==> config.mk <==
export PLATFORM = sky130hd
export DESIGN_NAME = pipeline_hazard_ctrl_flat
export DESIGN_NICKNAME = d
export VERILOG_FILES = /design/src/rtl/pipeline_hazard_ctrl_pkg.sv /design/src/rtl/pipeline_hazard_ctrl_if.sv /design/src/rtl/pipeline_hazard_ctrl_hazard_detect.sv /design/src/rtl/pipeline_hazard_ctrl.sv /design/src/flat_wrapper.sv
export SDC_FILE = /design/constraint.sdc
export NUM_CORES = 1
export LEC_CHECK = 0
export CAP_MARGIN = 20
export CORE_ASPECT_RATIO = 0.8
export CORE_MARGIN = 4
export CORE_UTILIZATION = 52
export CTS_CLUSTER_DIAMETER = 100
export DETAILED_ROUTE_END_ITERATION = 12
export GPL_ROUTABILITY_DRIVEN = 0
export GPL_TIMING_DRIVEN = 1
export PLACE_DENSITY = 0.87
export SETUP_SLACK_MARGIN = 0.15
export SYNTH_ARGS = -nofsm -noshare
export SYNTH_HDL_FRONTEND = slang
export SYNTH_SLANG_ARGS = --single-unit
==> constraint.sdc <==
create_clock -name clk -period 5 [get_ports clk]
set_input_delay 0.5 -clock clk [delete_from_list [all_inputs] [get_ports clk]]
set_output_delay 0.5 -clock clk [all_outputs]
set_load 0.01 [all_outputs]
==> src/rtl/pipeline_hazard_ctrl_pkg.sv <==
// Shared definitions for the pipeline hazard controller: sequencer states
// and the hard-wired zero register index.
package pipeline_hazard_ctrl_pkg;

    typedef enum logic [1:0] {
        RUN    = 2'd0,
        DRAIN  = 2'd1,
        HALT   = 2'd2,
        RESUME = 2'd3
    } hz_state_t;

    localparam logic [4:0] REG_ZERO = 5'd0;

endpackage

==> src/rtl/pipeline_hazard_ctrl_if.sv <==
// Pipeline-side hazard bus: ID/EX instruction info and resume request into
// the controller, per-stage enables and flushes back to the pipeline.
interface pipeline_hazard_ctrl_if;

    logic [4:0] ID_rs;
    logic [4:0] ID_rt;
    logic       ID_use_rs;
    logic       ID_use_rt;
    logic       ID_halt;
    logic       EX_ramtoreg;
    logic [4:0] EX_wreg;
    logic       EX_branch_taken;
    logic       go;

    logic       PC_en;
    logic       IF_ID_en;
    logic       IF_ID_flush;
    logic       ID_EX_en;
    logic       ID_EX_flush;
    logic       EX_MEM_en;
    logic       MEM_WB_en;

    // Pipeline datapath side
    modport master (
        output ID_rs, ID_rt, ID_use_rs, ID_use_rt, ID_halt,
               EX_ramtoreg, EX_wreg, EX_branch_taken, go,
        input  PC_en, IF_ID_en, IF_ID_flush, ID_EX_en, ID_EX_flush,
               EX_MEM_en, MEM_WB_en
    );

    // Hazard controller side
    modport slave (
        input  ID_rs, ID_rt, ID_use_rs, ID_use_rt, ID_halt,
               EX_ramtoreg, EX_wreg, EX_branch_taken, go,
        output PC_en, IF_ID_en, IF_ID_flush, ID_EX_en, ID_EX_flush,
               EX_MEM_en, MEM_WB_en
    );

endinterface

==> src/rtl/pipeline_hazard_ctrl_hazard_detect.sv <==
// Load-use hazard detection: the instruction in EX is a load whose
// destination (other than $zero) is read by the instruction in ID.
module hazard_detect
    import pipeline_hazard_ctrl_pkg::*;
(
    input  logic [4:0] ID_rs,
    input  logic [4:0] ID_rt,
    input  logic       ID_use_rs,
    input  logic       ID_use_rt,
    input  logic       EX_ramtoreg,
    input  logic [4:0] EX_wreg,
    output logic       load_use
);

    // Pure compare, no state
    always_comb begin
        load_use = EX_ramtoreg && (EX_wreg != REG_ZERO) &&
                   ((ID_use_rs && (ID_rs == EX_wreg)) ||
                    (ID_use_rt && (ID_rt == EX_wreg)));
    end

endmodule

==> src/rtl/pipeline_hazard_ctrl.sv <==
// Central sequencer for PC and the IF_ID/ID_EX/EX_MEM/MEM_WB registers:
// load-use stalls, taken-branch flushes, syscall drain/halt/resume, and
// wrapping stall/flush statistics.
module pipeline_hazard_ctrl
    import pipeline_hazard_ctrl_pkg::*;
#(
    parameter int unsigned CNT_WIDTH = 32,
    parameter int unsigned DRAIN_CYC = 3
) (
    input  logic                 clk,
    input  logic                 rst,
    pipeline_hazard_ctrl_if.slave hz,
    output logic                 halted,
    output logic [CNT_WIDTH-1:0] stall_cnt,
    output logic [CNT_WIDTH-1:0] flush_cnt
);

    localparam int unsigned DCNT_W = (DRAIN_CYC > 1) ? $clog2(DRAIN_CYC) : 1;
    localparam logic [DCNT_W-1:0] DCNT_LAST = DCNT_W'(DRAIN_CYC - 1);

    hz_state_t         state, state_nxt;
    logic [DCNT_W-1:0] dcnt, dcnt_nxt;
    logic              load_use;
    logic              stall_inc;
    logic              flush_inc;

    hazard_detect u_hazard_detect (
        .ID_rs       (hz.ID_rs),
        .ID_rt       (hz.ID_rt),
        .ID_use_rs   (hz.ID_use_rs),
        .ID_use_rt   (hz.ID_use_rt),
        .EX_ramtoreg (hz.EX_ramtoreg),
        .EX_wreg     (hz.EX_wreg),
        .load_use    (load_use)
    );

    // Next state and same-cycle stage controls; reset forces RUN defaults
    always_comb begin
        state_nxt      = state;
        dcnt_nxt       = dcnt;
        stall_inc      = 1'b0;
        flush_inc      = 1'b0;
        hz.PC_en       = 1'b1;
        hz.IF_ID_en    = 1'b1;
        hz.IF_ID_flush = 1'b0;
        hz.ID_EX_en    = 1'b1;
        hz.ID_EX_flush = 1'b0;
        hz.EX_MEM_en   = 1'b1;
        hz.MEM_WB_en   = 1'b1;
        if (!rst) begin
            case (state)
                RUN: begin
                    if (hz.EX_branch_taken) begin
                        hz.IF_ID_flush = 1'b1;
                        hz.ID_EX_flush = 1'b1;
                        flush_inc      = 1'b1;
                    end else if (load_use) begin
                        hz.PC_en       = 1'b0;
                        hz.IF_ID_en    = 1'b0;
                        hz.ID_EX_flush = 1'b1;
                        stall_inc      = 1'b1;
                    end else if (hz.ID_halt) begin
                        hz.PC_en       = 1'b0;
                        hz.IF_ID_en    = 1'b0;
                        hz.ID_EX_flush = 1'b1;
                        state_nxt      = DRAIN;
                        dcnt_nxt       = '0;
                    end
                end
                DRAIN: begin
                    hz.PC_en       = 1'b0;
                    hz.IF_ID_en    = 1'b0;
                    hz.ID_EX_flush = 1'b1;
                    dcnt_nxt       = dcnt + 1'b1;
                    if (dcnt == DCNT_LAST) begin
                        state_nxt = HALT;
                    end
                end
                HALT: begin
                    hz.PC_en     = 1'b0;
                    hz.IF_ID_en  = 1'b0;
                    hz.ID_EX_en  = 1'b0;
                    hz.EX_MEM_en = 1'b0;
                    hz.MEM_WB_en = 1'b0;
                    if (hz.go) begin
                        state_nxt = RESUME;
                    end
                end
                RESUME: begin
                    hz.ID_EX_flush = 1'b1;
                    state_nxt      = RUN;
                end
                default: state_nxt = RUN;
            endcase
        end
    end

    // State, drain counter, halted flag and statistics registers
    always_ff @(posedge clk) begin
        if (rst) begin
            state     <= RUN;
            dcnt      <= '0;
            halted    <= 1'b0;
            stall_cnt <= '0;
            flush_cnt <= '0;
        end else begin
            state     <= state_nxt;
            dcnt      <= dcnt_nxt;
            halted    <= (state_nxt == HALT);
            stall_cnt <= stall_cnt + CNT_WIDTH'(stall_inc);
            flush_cnt <= flush_cnt + CNT_WIDTH'(flush_inc);
        end
    end

endmodule

==> src/flat_wrapper.sv <==
// flat-port wrapper written by rule: the top's interface ports become plain ports
module pipeline_hazard_ctrl_flat import pipeline_hazard_ctrl_pkg::*;
#(
    parameter int unsigned CNT_WIDTH = 32,
    parameter int unsigned DRAIN_CYC = 3
)
  (clk, rst, halted, stall_cnt, flush_cnt, hz_ID_rs, hz_ID_rt, hz_ID_use_rs, hz_ID_use_rt, hz_ID_halt, hz_EX_ramtoreg, hz_EX_wreg, hz_EX_branch_taken, hz_go, hz_PC_en, hz_IF_ID_en, hz_IF_ID_flush, hz_ID_EX_en, hz_ID_EX_flush, hz_EX_MEM_en, hz_MEM_WB_en);
  pipeline_hazard_ctrl_if hz_i ();
  input  logic clk;
  input  logic rst;
  output logic halted;
  output logic [CNT_WIDTH-1:0] stall_cnt;
  output logic [CNT_WIDTH-1:0] flush_cnt;
  input wire logic [$bits(hz_i.ID_rs)-1:0] hz_ID_rs;
  input wire logic [$bits(hz_i.ID_rt)-1:0] hz_ID_rt;
  input wire logic [$bits(hz_i.ID_use_rs)-1:0] hz_ID_use_rs;
  input wire logic [$bits(hz_i.ID_use_rt)-1:0] hz_ID_use_rt;
  input wire logic [$bits(hz_i.ID_halt)-1:0] hz_ID_halt;
  input wire logic [$bits(hz_i.EX_ramtoreg)-1:0] hz_EX_ramtoreg;
  input wire logic [$bits(hz_i.EX_wreg)-1:0] hz_EX_wreg;
  input wire logic [$bits(hz_i.EX_branch_taken)-1:0] hz_EX_branch_taken;
  input wire logic [$bits(hz_i.go)-1:0] hz_go;
  output wire logic [$bits(hz_i.PC_en)-1:0] hz_PC_en;
  output wire logic [$bits(hz_i.IF_ID_en)-1:0] hz_IF_ID_en;
  output wire logic [$bits(hz_i.IF_ID_flush)-1:0] hz_IF_ID_flush;
  output wire logic [$bits(hz_i.ID_EX_en)-1:0] hz_ID_EX_en;
  output wire logic [$bits(hz_i.ID_EX_flush)-1:0] hz_ID_EX_flush;
  output wire logic [$bits(hz_i.EX_MEM_en)-1:0] hz_EX_MEM_en;
  output wire logic [$bits(hz_i.MEM_WB_en)-1:0] hz_MEM_WB_en;
  assign hz_i.ID_rs = hz_ID_rs;
  assign hz_i.ID_rt = hz_ID_rt;
  assign hz_i.ID_use_rs = hz_ID_use_rs;
  assign hz_i.ID_use_rt = hz_ID_use_rt;
  assign hz_i.ID_halt = hz_ID_halt;
  assign hz_i.EX_ramtoreg = hz_EX_ramtoreg;
  assign hz_i.EX_wreg = hz_EX_wreg;
  assign hz_i.EX_branch_taken = hz_EX_branch_taken;
  assign hz_i.go = hz_go;
  assign hz_PC_en = hz_i.PC_en;
  assign hz_IF_ID_en = hz_i.IF_ID_en;
  assign hz_IF_ID_flush = hz_i.IF_ID_flush;
  assign hz_ID_EX_en = hz_i.ID_EX_en;
  assign hz_ID_EX_flush = hz_i.ID_EX_flush;
  assign hz_EX_MEM_en = hz_i.EX_MEM_en;
  assign hz_MEM_WB_en = hz_i.MEM_WB_en;
  pipeline_hazard_ctrl #(.CNT_WIDTH(CNT_WIDTH), .DRAIN_CYC(DRAIN_CYC)) u_core (.clk(clk), .rst(rst), .hz(hz_i), .halted(halted), .stall_cnt(stall_cnt), .flush_cnt(flush_cnt));
endmodule
# Word-level counts from Yosys, hierarchy flattened
# Index checks and enable logic that the tools add are counted.
totals:
  regBits: 69
  wordCells: 59
  input_bits: 23
op_classes:
  add_sub_neg: 3
  n_reduce_logical: 11
  mux: 30
  n_eq_ne: 10
ops:
  columns: ["cell", "count"]
  rows:
  - ["adder 32 x 1 -> 32 bit", 2]
  - ["2-to-1 mux 2 bit", 9]
  - ["2-to-1 mux 1 bit", 17]
  - ["equality test 5 bit", 2]
  - ["equality test 2 bit (second input constant)", 4]
  - ["one-hot mux 2 bit (4 select lines)", 1]
  - ["inequality test 2 bit (second input constant)", 3]
  - ["nonzero test 5 bit", 1]
  - ["logical AND 1 bit", 4]
  - ["one-hot mux 1 bit (2 select lines)", 2]
  - ["one-hot mux 2 bit (2 select lines)", 1]
  - ["AND reduction 4 bit", 1]
  - ["OR reduction 2 bit", 2]
  - ["adder 2 x 1 -> 2 bit (second input constant)", 1]
  - ["equality test 2 x 1 -> 1 bit (second input constant)", 1]
  - ["zero test 2 bit", 1]
  - ["nonzero test 2 bit", 1]
  - ["logical OR 1 bit", 1]

# Depth between registers and ports, before layout
logic_depth:
  ltp_word: 9
  depth_mapped: 13
  depth_no_buf: 11

# By module
# A second synthesis with hierarchy kept.
unflattened:
  hier_cells: 415
  area_unflattened_um2: 3490.8
modules_own_cells:
  columns: ["mod", "seq_area_each_um2", "n_inst", "cells_each", "area_per_inst_um2"]
  rows:
  - ["pipeline_hazard_ctrl", 1381.3, 1, 398, 3357.0]
  - ["hazard_detect", 0.0, 1, 17, 133.9]

# Least setup slack after synthesis
# Ideal clock, no wire load.
synth_path:
  path_type: "input -> register"
  startpoint: "input port hz_EX_wreg[1]"
  endpoint: "register u_core.stall_cnt[31]"
  stages: 11
  required_ps: 4930
  t_arrival_ps: 2847
  setup_ps: 70
  path_slack_ps: 2082
  cell_sequence: "xnor2_1 -> nand4_1 -> o22ai_1 -> nand2_1 -> nor4_1 -> ha_1 -> and4_4 -> nand4_2 -> or4_4 -> or3_1 -> a21oi_1"
synth_between:
  elab_chain_cells: 9
  elab_cells_between_ends: 13
synth_rtl:
  columns: ["item", "line_no", "source"]
  rows:
  - ["start: declaration", "flat_wrapper.sv:20", "input wire logic [$bits(hz_i.EX_wreg)-1:0] hz_EX_wreg;"]
  - ["equality test 5 bit, on equally long branches", "pipeline_hazard_ctrl_hazard_detect.sv:18, pipeline_hazard_ctrl_hazard_detect.sv:19", null]
  - ["logical AND 1 bit, on equally long branches", "pipeline_hazard_ctrl_hazard_detect.sv:18, pipeline_hazard_ctrl_hazard_detect.sv:19", null]
  - ["logical OR 1 bit", "pipeline_hazard_ctrl_hazard_detect.sv:18", "((ID_use_rs && (ID_rs == EX_wreg)) ||"]
  - ["logical AND 1 bit *", "pipeline_hazard_ctrl_hazard_detect.sv:17", "load_use = EX_ramtoreg && (EX_wreg != REG_ZERO) &&"]
  - ["2-to-1 mux 1 bit *", "pipeline_hazard_ctrl.sv:57", "end else if (load_use) begin"]
  - ["2-to-1 mux 1 bit *", "pipeline_hazard_ctrl.sv:53", "if (hz.EX_branch_taken) begin"]
  - ["2-to-1 mux 1 bit *", "pipeline_hazard_ctrl.sv:51", "case (state)"]
  - ["2-to-1 mux 1 bit *", "pipeline_hazard_ctrl.sv:50", "if (!rst) begin"]
  - ["adder 32 x 1 -> 32 bit *", "pipeline_hazard_ctrl.sv:110", "stall_cnt <= stall_cnt + CNT_WIDTH'(stall_inc);"]
  - ["end signal: assignment", "pipeline_hazard_ctrl.sv:110", null]
  - ["end: declaration", "pipeline_hazard_ctrl.sv:14", "output logic [CNT_WIDTH-1:0] stall_cnt,"]
# Mark *: on every way between the ends. The rest lies on a longest branch, timed or not.
# A chain may end at the register's enable or synchronous reset.

# Final worst setup path
layout_path:
  startpoint: "input port hz_EX_wreg[4]"
  endpoint: "register u_core.stall_cnt[23]"
# The elaborated chain is that of the path after synthesis.

==> metrics.md <==
| Metric | Value |
|---|---|
| Clk root buf | `clkbuf_8` |
| Final Non-Filler Cells | `578` |
| Worst R2R Start | `u_core.state[0]` |
| Ys flop type | `dfxtp_1` |
| Final hold slack | `0.507 ns` |
| Clock power share | `0.429` |
| DR vias/cell | `5.35` |
| Min-Delay Path Depth | `2` |
| VDD IR max | `0.221 mV` |
| PortBufs | `94` |
| Sequential Power Share | `0.507` |
| Ys async rst share | `0` |
| Inserted Clock Buffers | `9` |
| Clk Latency, worst-skew pair | `0.35 ns` |
| FF+latch count, synth | `69` |
| Most frequent cells in the layout | `clkdlybuf4s50_1, dfxtp_1, nor2_1` |
| Max Cap Violations | `0` |
| Diode count | `0` |
| WHS Endpoint | `u_core.stall_cnt[31]` |
| Vias | `3092` |
| Relative slew margins | `0.653` |
| Top area cells in the synthesized netlist | `dfxtp_1, xnor2_1, nor2_1` |
| Share of layout cells above drive strength 1 | `0.0486` |
| Clock Sinks | `69` |
| CTS tree | `done` |
| Most common cell after layout, fill and taps aside | `clkdlybuf4s50_1` |
| Hold wc startpoint | `u_core.stall_cnt[31]` |
| Core area | `6380 um2` |
| Pwr Density | `239 nW/um2` |
| Syn Nets | `435` |
| Avg Cell Area, Syn | `8.46 um2` |
| Placed insts | `562` |
| Placed instance area | `4370 um2` |
| Clk buf depth | `2` |
| Number of remaining DRC errors | `0` |
| Slew @ Worst Pin | `0.520 ns` |
| Comb power frac | `0.064` |
| Worst EP required | `5.28 ns` |
| Worst Path Arrival | `4.05 ns` |
| HP Class | `reg2reg` |
| Die height | `80.3 um` |
| Startpoint types | `input pin` |
| Tmin final | `3.77 ns` |
| Final worst-path cycle share | `0.753` |
| I/O pins | `95` |
| Overall routed net length | `8070 um` |
| Nets | `522` |
| Leak | `1.53 nW` |
| Yosys warns | `0` |
| Die area | `7900 um2` |
| Post-DP HPWL | `5910 um` |
| First-pass GRT wire length | `13700 um` |
| ANT nets after route | `0` |
| Synth Instances | `402` |
| Row cnt | `26` |
| Hold-fix buffers, CTS | `0` |
| Int Power | `0.000845 W` |
| GRT overflow | `0` |
| Proportion of netlist area held by the largest area contributor | `0.406` |
| Worst setup path category | `in2reg` |
| Largest net degree at the start of global routing | `55` |
| Initial antenna violation count | `0` |
| RSZ-0062 raised after global routing | `no` |
| Resized cells post-CTS | `0` |
| First-pass iteration count of the detailed router | `5` |
| Distinct cells, synth | `42` |
| R2r setup slk | `1.40 ns` |
| Final instance area | `4580 um2` |
| Endpoints failing setup | `0` |
| Vias in the first global route | `2977` |
| Worst Skew | `0.0132 ns` |
| Total track usage | `0.210` |
| Clk slew on worst S/H paths | `0.08 ns` |
| Setup tns final | `0 ns` |
| Post-synth EDFFs | `0` |
| Psw | `0.000247 W` |
| Cell taking the most area after synthesis | `dfxtp_1` |
| Setup repair bufs after CTS | `0` |
| Sequential-to-total area share from yosys stat | `0.406` |
| Chip Width | `98.4 um` |
| Crit end category | `register` |
| F_max | `0.266 GHz` |
| Area Growth Syn to Fin | `34.7%` |
| FF-to-FF End | `u_core.stall_cnt[23]` |
| Slew Viols, Final | `0` |
| H-tree Lvls | `3` |
| WL/cell | `14.0 um` |
| Switch share | `0.226` |
| DR iter-0 viols | `144` |
| Outcome | `complete, no violations` |
| Crit path max fanout | `13` |
| Final Hold Viols | `0` |
| R2r worst-path depth | `11` |
| Initial Utilization | `0.533` |
| Post-synthesis instance area | `3400 um2` |
==> power by group through the flow <==
stage | logic, W | clock network (W) | registers [W]
6_report | 0.0000704 | 0.000468 | 0.000554
5_1_grt | 0.0000775 | 0.000501 | 0.000554
4_1_cts | 0.0000711 | 0.000478 | 0.000554
3_5_place_dp | 0.0000706 | 0 | 0.000566
3_3_place_gp | 0.0000683 | 0 | 0.000566
2_1_floorplan | 0.0000361 | 0 | 0.000567
==> worst max-delay path, cell delays in order <==
cell,delay [ns]
clkdlybuf4s50_1,0.55
xnor2_1,0.15
nand4_1,0.14
o22ai_1,0.24
nand2_1,0.13
nor4_1,0.32
ha_1,0.27
and4_4,0.26
nand4_2,0.27
buf_4,0.27
or2_2,0.32
or4_1,0.47
a21oi_1,0.15
==> worst max path at each step <==
stage                        from                    to  cells past startpoint  slack (ns)
global placement    hz_EX_wreg[1]  u_core.stall_cnt[23]                     13        1.04
global route        hz_EX_wreg[4]  u_core.stall_cnt[23]                     13        0.92
CTS                 hz_EX_wreg[4]  u_core.stall_cnt[23]                     13        1.26
detailed placement  hz_EX_wreg[4]  u_core.stall_cnt[23]                     13        0.89
finish              hz_EX_wreg[4]  u_core.stall_cnt[23]                     13        1.23
floorplan           hz_EX_wreg[1]  u_core.stall_cnt[31]                     11        2.08
==> state kept, by name (all words and copies together) (netlist names) <==
name and count:
u_core.state 2, u_core.dcnt 2, u_core.halted 1, u_core.stall_cnt 32
u_core.flush_cnt 32
==> layout make-up <==
type / count / area (um2)
Fill cell: 527 / 1800
Clock inverter: 5 / 57.6
Multi-Input combinational cell: 295 / 1860
Tap cell: 84 / 105
Inverter: 18 / 67.6
Sequential cell: 69 / 1380
Timing Repair Buffer: 96 / 951
Clock buffer: 11 / 151
==> logic make-up after synthesis <==
logic type | synth area share
AO/OA/AOI/OAI | 0.0758
XOR/XNOR | 0.155
adder cells (fa/ha/maj) | 0.0368
buffers and inverters | 0.0453
flip-flops | 0.406
AND/OR/NAND/NOR | 0.281
==> synth_stat cells, drive strengths merged (2+ instances only) <==
library cell and number:
nor4 16, xnor2 47, and4 8, inv 18, nor3 16, nand4 12
ha 10, nor2 52, o21ai 15, clkbuf 16, dfxtp 69, or3 12
or4 3, nand3 18, xor2 13, o22ai 2, nor2b 5, a21oi 16
nor3b 2, and3 7, nand2 21, and2 2, buf 4, nand2b 4
==> per-stage QoR <==
step / util / total power [W] / worst slack, ns
3_5_place_dp: 0.685 / 0.000637 / 0.889
2_1_floorplan: - / 0.000603 / 2.08
6_report: 0.718 / 0.00109 / 1.23
5_1_grt: 0.718 / 0.00113 / 0.921
4_1_cts: 0.718 / 0.00110 / 1.26
3_3_place_gp: 0.685 / 0.000634 / 1.04
==> layer usage <==
layer  part of all wire  vias up  track usage
met4              0.010        0       0.0628
met5                  0        -            0
met3              0.061       11       0.0738
li1                   -     1559            -
met1               0.44     1431        0.255
met2               0.49       91        0.352
(Power assumes the default switching activity.)
